`src/rtl/param_package_sorter_if.sv`:
```
// Bus bundle for the package sorter: scale sample and config in, counters and strobes out.
// The slave modport belongs to the sorter and the master modport belongs to whatever drives the scale/config side.
interface param_package_sorter_if #(
  parameter int WEIGHT_W = 12,
  parameter int CNT_W    = 8,
  parameter int NUM_GRP  = 6
);
  logic [WEIGHT_W-1:0]      weight;
  logic                     cfg_we;
  logic [2:0]               cfg_idx;
  logic [WEIGHT_W-1:0]      cfg_data;
  logic                     clr_cnt;
  logic [NUM_GRP*CNT_W-1:0] grp_cnt;
  logic [NUM_GRP-1:0]       grp_sat;
  logic [2:0]               currgrp;
  logic [WEIGHT_W-1:0]      prevweight;
  logic                     count_pulse;
  logic [2:0]               count_grp;
  logic [1:0]               fsm_state;

  modport master (
    output weight, cfg_we, cfg_idx, cfg_data, clr_cnt,
    input  grp_cnt, grp_sat, currgrp, prevweight, count_pulse, count_grp, fsm_state
  );

  modport slave (
    input  weight, cfg_we, cfg_idx, cfg_data, clr_cnt,
    output grp_cnt, grp_sat, currgrp, prevweight, count_pulse, count_grp, fsm_state
  );
endinterface

```
`src/rtl/param_package_sorter.sv`:
```
// Package sorter: bins a settled scale weight against programmable upper thresholds
// and counts one package per load/unload cycle into saturating per-group counters.
module param_package_sorter #(
  parameter int WEIGHT_W      = 12,
  parameter int CNT_W         = 8,
  parameter int NUM_GRP       = 6,
  parameter int STABLE_CYCLES = 2,
  parameter logic [(NUM_GRP-1)*WEIGHT_W-1:0] THR_INIT =
    {12'd2000, 12'd1500, 12'd750, 12'd500, 12'd250}
) (
  input logic                  clk,
  input logic                  reset,
  param_package_sorter_if.slave bus
);

  localparam logic [1:0] S_EMPTY    = 2'd0;
  localparam logic [1:0] S_SETTLING = 2'd1;
  localparam logic [1:0] S_COUNTED  = 2'd2;

  logic [WEIGHT_W-1:0] thr [NUM_GRP-1];
  logic [CNT_W-1:0]    cnt [NUM_GRP];
  logic [NUM_GRP-1:0]  sat;
  logic [1:0]          state, state_nxt;
  logic [WEIGHT_W-1:0] cap;
  logic [3:0]          stab, stab_nxt, stab_inc;
  logic                cap_ld, count_evt;
  logic [2:0]          cls;
  logic [2:0]          currgrp_q, count_grp_q;
  logic [WEIGHT_W-1:0] prevweight_q;
  logic                count_pulse_q;

  // Lowest-index matching threshold wins, so iterate from the top down.
  // Note: with NUM_GRP=8 the top group does not fit the 3-bit group code.
  always_comb begin
    cls = 3'(NUM_GRP);
    for (int g = NUM_GRP-1; g >= 1; g--) begin
      if (bus.weight <= thr[g-1]) cls = 3'(g);
    end
    if (bus.weight == '0) cls = 3'd0;
  end

  always_comb begin
    state_nxt = state;
    stab_nxt  = stab;
    stab_inc  = stab + 4'd1;
    cap_ld    = 1'b0;
    count_evt = 1'b0;
    case (state)
      S_EMPTY: begin
        if (bus.weight != '0) begin
          cap_ld   = 1'b1;
          stab_nxt = 4'd1;
          if (STABLE_CYCLES == 1) begin
            count_evt = 1'b1;
            state_nxt = S_COUNTED;
          end else begin
            state_nxt = S_SETTLING;
          end
        end
      end
      S_SETTLING: begin
        if (bus.weight == '0) begin
          state_nxt = S_EMPTY;
        end else if (bus.weight != cap) begin
          cap_ld   = 1'b1;
          stab_nxt = 4'd1;
        end else begin
          stab_nxt = stab_inc;
          if (stab_inc == 4'(STABLE_CYCLES)) begin
            count_evt = 1'b1;
            state_nxt = S_COUNTED;
          end
        end
      end
      S_COUNTED: begin
        if (bus.weight == '0) state_nxt = S_EMPTY;
      end
      default: state_nxt = S_EMPTY;
    endcase
  end

  always_ff @(posedge clk or negedge reset) begin
    if (!reset) begin
      state <= S_EMPTY;
      stab  <= 4'd0;
      cap   <= '0;
    end else begin
      state <= state_nxt;
      stab  <= stab_nxt;
      if (cap_ld) cap <= bus.weight;
    end
  end

  // A write changes classification only from the following cycle on.
  always_ff @(posedge clk or negedge reset) begin
    if (!reset) begin
      for (int i = 0; i < NUM_GRP-1; i++) thr[i] <= THR_INIT[i*WEIGHT_W +: WEIGHT_W];
    end else begin
      for (int i = 0; i < NUM_GRP-1; i++) begin
        if (bus.cfg_we && bus.cfg_idx == 3'(i)) thr[i] <= bus.cfg_data;
      end
    end
  end

  // Clear has priority over a coincident count.
  always_ff @(posedge clk or negedge reset) begin
    if (!reset) begin
      for (int g = 0; g < NUM_GRP; g++) cnt[g] <= '0;
      sat <= '0;
    end else if (bus.clr_cnt) begin
      for (int g = 0; g < NUM_GRP; g++) cnt[g] <= '0;
      sat <= '0;
    end else if (count_evt) begin
      for (int g = 0; g < NUM_GRP; g++) begin
        if (cls == 3'(g+1)) begin
          if (cnt[g] == {CNT_W{1'b1}}) sat[g] <= 1'b1;
          else                         cnt[g] <= cnt[g] + 1'b1;
        end
      end
    end
  end

  always_ff @(posedge clk or negedge reset) begin
    if (!reset) begin
      currgrp_q     <= 3'd0;
      prevweight_q  <= '0;
      count_pulse_q <= 1'b0;
      count_grp_q   <= 3'd0;
    end else begin
      currgrp_q     <= cls;
      prevweight_q  <= bus.weight;
      count_pulse_q <= count_evt;
      if (count_evt) count_grp_q <= cls;
    end
  end

  for (genvar g = 0; g < NUM_GRP; g++) begin : g_pack
    assign bus.grp_cnt[g*CNT_W +: CNT_W] = cnt[g];
  end

  assign bus.grp_sat     = sat;
  assign bus.currgrp     = currgrp_q;
  assign bus.prevweight  = prevweight_q;
  assign bus.count_pulse = count_pulse_q;
  assign bus.count_grp   = count_grp_q;
  assign bus.fsm_state   = state;

endmodule

```
`src/flat_wrapper.sv`:
```
// flat-port wrapper written by rule: the top's interface ports become plain ports
module param_package_sorter_flat 
#(
  parameter int WEIGHT_W      = 12,
  parameter int CNT_W         = 8,
  parameter int NUM_GRP       = 6,
  parameter int STABLE_CYCLES = 2,
  parameter logic [(NUM_GRP-1)*WEIGHT_W-1:0] THR_INIT =
    {12'd2000, 12'd1500, 12'd750, 12'd500, 12'd250}
)
  (clk, reset, bus_weight, bus_cfg_we, bus_cfg_idx, bus_cfg_data, bus_clr_cnt, bus_grp_cnt, bus_grp_sat, bus_currgrp, bus_prevweight, bus_count_pulse, bus_count_grp, bus_fsm_state);
  param_package_sorter_if #(.WEIGHT_W(WEIGHT_W), .CNT_W(CNT_W), .NUM_GRP(NUM_GRP)) bus_i ();
  input logic clk;
  input logic reset;
  input wire logic [$bits(bus_i.weight)-1:0] bus_weight;
  input wire logic [$bits(bus_i.cfg_we)-1:0] bus_cfg_we;
  input wire logic [$bits(bus_i.cfg_idx)-1:0] bus_cfg_idx;
  input wire logic [$bits(bus_i.cfg_data)-1:0] bus_cfg_data;
  input wire logic [$bits(bus_i.clr_cnt)-1:0] bus_clr_cnt;
  output wire logic [$bits(bus_i.grp_cnt)-1:0] bus_grp_cnt;
  output wire logic [$bits(bus_i.grp_sat)-1:0] bus_grp_sat;
  output wire logic [$bits(bus_i.currgrp)-1:0] bus_currgrp;
  output wire logic [$bits(bus_i.prevweight)-1:0] bus_prevweight;
  output wire logic [$bits(bus_i.count_pulse)-1:0] bus_count_pulse;
  output wire logic [$bits(bus_i.count_grp)-1:0] bus_count_grp;
  output wire logic [$bits(bus_i.fsm_state)-1:0] bus_fsm_state;
  assign bus_i.weight = bus_weight;
  assign bus_i.cfg_we = bus_cfg_we;
  assign bus_i.cfg_idx = bus_cfg_idx;
  assign bus_i.cfg_data = bus_cfg_data;
  assign bus_i.clr_cnt = bus_clr_cnt;
  assign bus_grp_cnt = bus_i.grp_cnt;
  assign bus_grp_sat = bus_i.grp_sat;
  assign bus_currgrp = bus_i.currgrp;
  assign bus_prevweight = bus_i.prevweight;
  assign bus_count_pulse = bus_i.count_pulse;
  assign bus_count_grp = bus_i.count_grp;
  assign bus_fsm_state = bus_i.fsm_state;
  param_package_sorter #(.WEIGHT_W(WEIGHT_W), .CNT_W(CNT_W), .NUM_GRP(NUM_GRP), .STABLE_CYCLES(STABLE_CYCLES), .THR_INIT(THR_INIT)) u_core (.clk(clk), .reset(reset), .bus(bus_i));
endmodule
```
`config.mk`:
```
export PLATFORM = sky130hd
export DESIGN_NAME = param_package_sorter_flat
export DESIGN_NICKNAME = d
export VERILOG_FILES = /design/src/rtl/param_package_sorter_if.sv /design/src/rtl/param_package_sorter.sv /design/src/flat_wrapper.sv
export SDC_FILE = /design/constraint.sdc
export NUM_CORES = 1
export LEC_CHECK = 0
export CORE_ASPECT_RATIO = 1.4
export CORE_MARGIN = 3
export CORE_UTILIZATION = 56
export DETAILED_ROUTE_END_ITERATION = 10
export PLACE_DENSITY_LB_ADDON = 0.2
export RECOVER_POWER = 100
export SLEW_MARGIN = 5
export SYNTH_ARGS = -nofsm -noshare
export SYNTH_HDL_FRONTEND = slang
export SYNTH_SLANG_ARGS = --single-unit
```
`constraint.sdc`:
```
create_clock -name clk -period 3.9 [get_ports clk]
set_input_delay 0.39 -clock clk [delete_from_list [all_inputs] [get_ports clk]]
set_output_delay 0.39 -clock clk [all_outputs]
set_load 0.01 [all_outputs]
```
==> impl_metrics.ini, run 1 <==
[status]
status = finished, violations left
violations = capacitance limit, slew limit

[worst_setup_path]
worst_ep_required_time_ps = 4250
cp-start-kind = primary input
crit_arrival_ps = 3830
endpoint_kind = flip-flop
path_buf_inv = 3
crit_chain = dlygate4sd3_1, ha_1, nor2b_1, o211ai_1, a21oi_1, o31ai_1, clkbuf_1, nand4_1, buf_4, or4_1, a21oi_1
cpPeakStageDelay_ps = 790
critPathMaxFanout = 16
path_common_cell = a21oi_1
worstSetupPathType = in2reg
cp_top_family = buffers and inverters
crit_slowest_cell = dlygate4sd3_1

[timing]
setup_violations = 0
drv_slew = 84
fmax_ghz = 0.287
worst_slew_pin_slew_ps = 2100
hold_viol_final = 0
tns_ps = 0
min_period_ps = 3490
hold_slack_ps = 304
relSlewSlack_pct = -40.3
rsz0062_at_grt = false
period_share_pct = 89.5
worst_clock_skew_ps = 8.78

[power_and_ir_drop]
power_leakage_uw = 0.00448
ir_drop_mv = 0.265
power.density_nw_per_um2 = 453

[logic_synthesis]
synth.most_common_cell = dfrtp_1
synthTopCellsByCount = 119 x dfrtp_1, 96 x nand2_1, 75 x o21ai_0
async_flop_share_pct = 100
synthTopCellsByArea = dfrtp_1 37%, ha_1 11%, dfstp_2 10%, o21ai_0 4.7%, nand2_1 4.5%
synth-edff-count = 0
netlist_area_um2 = 8070
yosys_most_used_dff = dfrtp_1
synthesis.nets = 934
synth-seq-area-share_pct = 47.3
yosys.area.top_type_share_pct = 36.9
synth_cells = 835
ys_ff_latch = 151
synth_cell_type_count = 47
ys_warn_count = 0
avgSynthCellArea_um2 = 9.66
synth_top_area_cell = dfrtp_1

[place]
gp_congestion = 0.894
portBuffers = 105
dp_hpwl_um = 15700

[cts]
cts_buffers = 17
cts.sink_count = 151
htree_levels = 4
cts-resized-gates = 0
clockRootBuffer = clkbuf_16
cts_setup_buffers = 0
path_clk_slew_ps = 60
ctsHoldBuffers = 0
clkLatencyLatePin_ps = 420
clock_path_buffers = 2
cts_tree = done

[floorplanning]
ios = 106
fp.coreArea_um2 = 14000
dieHeight_um = 148
start_util_pct = 57.5
row_count = 51
die_x_um = 107
die_area_um2 = 15900

[drt]
first_pass_iters = 5
vias_per_cell = 5.99
drtAntennaViolNets = 0
drt_wl_total_um = 21200
drt_iter0_markers = 367
drc = 0
vias = 6902
routedWlPerCell_um = 18.4

[global_route]
grt_use_total_pct = 27.4
grt_overflow_total = 0
grt_max_degree = 85
grt_pass1_wl_um = 34400
grt_pass1_vias = 7067
antenna_found_initial = 0

[cells_and_area]
num_antenna_cells = 0
final_nets = 1053
area_growth_pct = 24.5
drive_above_1_share_pct = 11.2

[worst_hold_path]
hold_class = in2reg

[flow_run]
maxCapViolCount = 1
-- power breakdown --
part / leakage [µW] / total, µW / switching (µW) / internal, µW
clock network: 0.000323 / 1860 / 661 / 1200
logic: 0.00229 / 861 / 523 / 338
registers: 0.00188 / 1830 / 58.2 / 1770
-- cell families (layout without fill, tap and decap cells) --
| logic type | count (synthesis) | count (layout) | share of synthesized area [%] |
|---|---|---|---|
| and+or+nand+nor | 272 | 272 | 17.3 |
| AOI/OAI and AO/OA | 194 | 194 | 13.9 |
| DFF | 151 | 151 | 47.3 |
| buffers and inverters | 103 | 235 | 4.93 |
| adders and majority gates | 68 | 68 | 10.5 |
| muxes | 30 | 30 | 4.14 |
| xor gates and xnor gates | 17 | 17 | 1.85 |
-- final cells by class --
type,count,area [µm²]
inverters,69,259
clock buffers,23,519
repair buffers,134,1220
fillers,1047,3990
flip-flops and latches,151,3820
clock inverters,9,160
well taps,185,231
multi-input cells,581,3840
-- layout by cell type (no fill, tap or decap), types with 12 or more instances in the layout --
cell type,n
dfrtp_1,119
nand2_1,96
dlygate4sd3_1,88
o21ai_0,75
inv_1,69
ha_1,68
a21oi_1,61
nor2_1,33
dfstp_2,32
nand3_1,30
mux2_2,25
or4_1,24
o31ai_1,23
nand4_1,20
clkbuf_16,18
clkdlybuf4s50_1,15
buf_4,15
xnor2_1,14
clkbuf_1,13
and3_1,12
or3_1,12
-- state kept, by name (all words and copies together), names as in the netlist --
signal and flops:
u_core.bus.count_grp 3, u_core.bus.fsm_state 2, u_core.cap 12, u_core.stab 4
u_core.thr 60, u_core.bus.grp_sat 6, u_core.bus.currgrp 3, u_core.bus.grp_cnt 48
u_core.bus.count_pulse 1, u_core.bus.prevweight 12
-- worst paths after layout --
check	start	endpoint	slack [ps]	depth (start not counted)
setup / recovery	bus_weight[1]	u_core.bus.grp_cnt[23]$_DFFE_PN0P_	410	11
hold / removal	bus_clr_cnt	u_core.bus.grp_cnt[29]$_DFFE_PN0P_	300	2
setup reg to reg	u_core.thr[25]$_DFFE_PN1P_	u_core.bus.grp_cnt[23]$_DFFE_PN0P_	650	11
hold reg to reg	u_core.bus.grp_sat[2]$_DFFE_PN0P_	u_core.bus.grp_sat[2]$_DFFE_PN0P_	490	1
max in group asynchronous	reset	u_core.thr[52]$_DFFE_PN1P_	2050	2
min in group asynchronous	reset	u_core.bus.grp_cnt[43]$_DFFE_PN0P_	560	1
-- per-stage QoR --
stage | worst slack [ps] | utilization (%) | area (µm²) | total power, µW | std cells
floorplan | 1060 | - | 8070 | 2350 | 835
global placement | 231 | 67.3 | 9450 | 2670 | 1120
detailed placement | 126 | 67.3 | 9450 | 2720 | 1120
CTS | 564 | 72.1 | 10100 | 4590 | 1152
global route | 268 | 71.6 | 10000 | 4740 | 1152
finish | 410 | 71.6 | 10000 | 4550 | 1152
-- worst register-to-register path, cell delays in order, from the launching register on --
cell	delay (ps)
dfstp_2	510
inv_1	50
ha_1	280
nor2b_1	140
o211ai_1	290
a21oi_1	130
o31ai_1	410
clkbuf_1	270
nand4_1	210
buf_4	250
or4_1	470
a21oi_1	160
-- layer usage --
layer  share of wire (%)  vias up  track usage [%]
li1                    -     3212                -
met1                  37     3385             30.9
met4                 4.5        0             14.6
met5                   0        -                0
met2                  54      237             49.2
met3                 4.8       68             4.19
Note: power is estimated with default switching activity, not from simulation.
==> run 2: changes to the inputs <==
--- a/config.mk
+++ b/config.mk
@@ -9,8 +9,9 @@
 export CORE_MARGIN = 3
 export CORE_UTILIZATION = 56
 export DETAILED_ROUTE_END_ITERATION = 10
-export PLACE_DENSITY_LB_ADDON = 0.2
+export PLACE_DENSITY_LB_ADDON = 0.1
 export RECOVER_POWER = 100
+export SETUP_SLACK_MARGIN = 0.1
 export SLEW_MARGIN = 5
 export SYNTH_ARGS = -nofsm -noshare
 export SYNTH_HDL_FRONTEND = slang
==> run 2 against run 1 <==
  * Clock skew is 1.5 ps lower
  * Combinational power is 1% higher
  * Core utilization is 0.40 points lower
  * Routed wire length is 1.5% higher
  * Worst hold slack better by 94 ps
  * The flow still finishes with violations (capacitance limit, slew limit)
  * Critical endpoint is now u_core.bus.grp_cnt[30]$_DFFE_PN0P_
==> impl_metrics.ini, run 2 (same netlist as run 1, synthesis figures left out) <==
[worst_setup_path]
cpPeakStageDelay_ps = 830
rr_worst_depth = 9
r2r_slack_ps = 590
regToRegStartpoint = u_core.thr[53]$_DFFE_PN1P_
reg2reg_to = u_core.bus.grp_cnt[47]$_DFFE_PN0P_
worstSetupPathType = in2reg
crit_arrival_ps = 3890
worst_ep_required_time_ps = 4200
crit_chain = clkdlybuf4s50_1, clkbuf_1, nor4_1, and3_1, or2_1, or3_1, nor4_1, nand4b_1, mux2_2
path_buf_inv = 2
endpoint_kind = flip-flop
critPathMaxFanout = 8
crit_slowest_cell = nor4_1
path_common_cell = nor4_1
cp_top_family = simple AND/OR/NAND/NOR gates
cp-start-kind = primary input

[flow_run]
maxCapViolCount = 1

[drt]
vias = 6832
drtAntennaViolNets = 0
routedWlPerCell_um = 18.6
drc = 0
vias_per_cell = 5.90
drt_wl_total_um = 21500
first_pass_iters = 5
drt_iter0_markers = 331

[timing]
drv_slew = 97
period_share_pct = 92.1
tns_ps = 0
min_period_ps = 3590
hold_viol_final = 0
setup_violations = 0
worst_clock_skew_ps = 7.25
rsz0062_at_grt = false
worst_slew_pin_slew_ps = 2380
fmax_ghz = 0.278
relSlewSlack_pct = -58.6

[cts]
cts.sink_count = 151
cts_buffers = 17
clock_path_buffers = 2
path_clk_slew_ps = 60
clockRootBuffer = clkbuf_16
cts_setup_buffers = 0
htree_levels = 4
cts_tree = done
ctsHoldBuffers = 0
cts-resized-gates = 0
clkLatencyLatePin_ps = 420

[worst_hold_path]
hold_class = in2reg
whs_path_depth = 2
hold_end = u_core.bus.grp_sat[4]$_DFFE_PN0P_
min_from = bus_clr_cnt

[cells_and_area]
area_growth_pct = 23.8
num_antenna_cells = 0
fin_cells = 1157
layout_commonest_cell = dfrtp_1
largest-register = u_core.thr
largest_reg_flops = 60
drive_above_1_share_pct = 11.5
layout_common_cells = 119 x dfrtp_1, 96 x nand2_1, 86 x dlygate4sd3_1, 75 x o21ai_0, 69 x inv_1
fin_area_um2 = 9990
fin_util_pct = 71.2
final_nets = 1058

[global_route]
grt_pass1_wl_um = 34700
grt_overflow_total = 0
grt_pass1_vias = 6863
grt_max_degree = 97
grt_use_total_pct = 27.8
antenna_found_initial = 0

[place]
gp_congestion = 0.939
dp_hpwl_um = 16200
dp.cells = 1125
portBuffers = 105
dpl_cell_area_um2 = 9500

[power_and_ir_drop]
ir_drop_mv = 0.278
power_leakage_uw = 0.00446
power.density_nw_per_um2 = 432

[floorplanning]
die_area_um2 = 15900
fp.coreArea_um2 = 14000
row_count = 51
ios = 106
start_util_pct = 57.5
dieHeight_um = 148
die_x_um = 107

[status]
status = finished, violations left
violations = capacitance limit, slew limit
==> run 2: power breakdown <==
group | switching, µW | internal [µW] | total (µW)
combinational | 534 | 339 | 873
clock | 670 | 950 | 1620
sequential | 53.9 | 1770 | 1820
total | 1260 | 3060 | 4320
==> run 2: worst max path at each step <==
| stage | end | depth (start not counted) | from | slack, ps |
|---|---|---|---|---|
| 6_report | u_core.bus.grp_cnt[30]$_DFFE_PN0P_ | 9 | bus_weight[10] | 310 |
| 5_1_grt | u_core.bus.grp_cnt[30]$_DFFE_PN0P_ | 9 | bus_weight[10] | 150 |
| 4_1_cts | u_core.bus.grp_cnt[30]$_DFFE_PN0P_ | 8 | bus_weight[4] | 460 |
| 3_5_place_dp | u_core.bus.grp_cnt[30]$_DFFE_PN0P_ | 8 | bus_weight[4] | 30 |
| 3_3_place_gp | u_core.bus.grp_cnt[20]$_DFFE_PN0P_ | 12 | bus_weight[1] | 200 |
| 2_1_floorplan | u_core.bus.grp_cnt[47]$_DFFE_PN0P_ | 9 | bus_weight[8] | 1060 |
==> run 2: area by class of cell <==
cell class                      instances  area, µm²
Timing Repair Buffer                  139       1240
Inverter                               69        259
Sequential cell                       151       3820
Clock buffer                           21        514
Fill cell                            1097       4050
Tap cell                              185        231
Clock inverter                         11       83.8
Multi-Input combinational cell        581       3840
==> run 2: through the flow <==
| stage | total power [µW] | hold WS, ps | setup slack [ps] |
|---|---|---|---|
| global route | 4520 | 411 | 145 |
| finish | 4320 | 398 | 309 |
| global placement | 2690 | 487 | 199 |
| detailed placement | 2740 | 486 | 30.5 |
| CTS | 4360 | 105 | 462 |
| floorplan | 2350 | 94.4 | 1060 |
==> run 2: worst reg2reg max path: cells and delay by family, from the launching register on <==
kind,cells,cell delay (ps)
AO/OA/AOI/OAI,4,920
adder cells (fa/ha/maj),1,300
buffers and inverters,2,250
flip-flops,1,520
AND/OR/NAND/NOR,2,1230
==> run 2: metal layers <==
metal	vias up	track usage, %	routed length [µm]
met5	-	0	0
met2	219	50.1	11600
met3	54	3.63	862
met4	0	14.1	940
li1	3238	-	-
met1	3321	32.1	8090
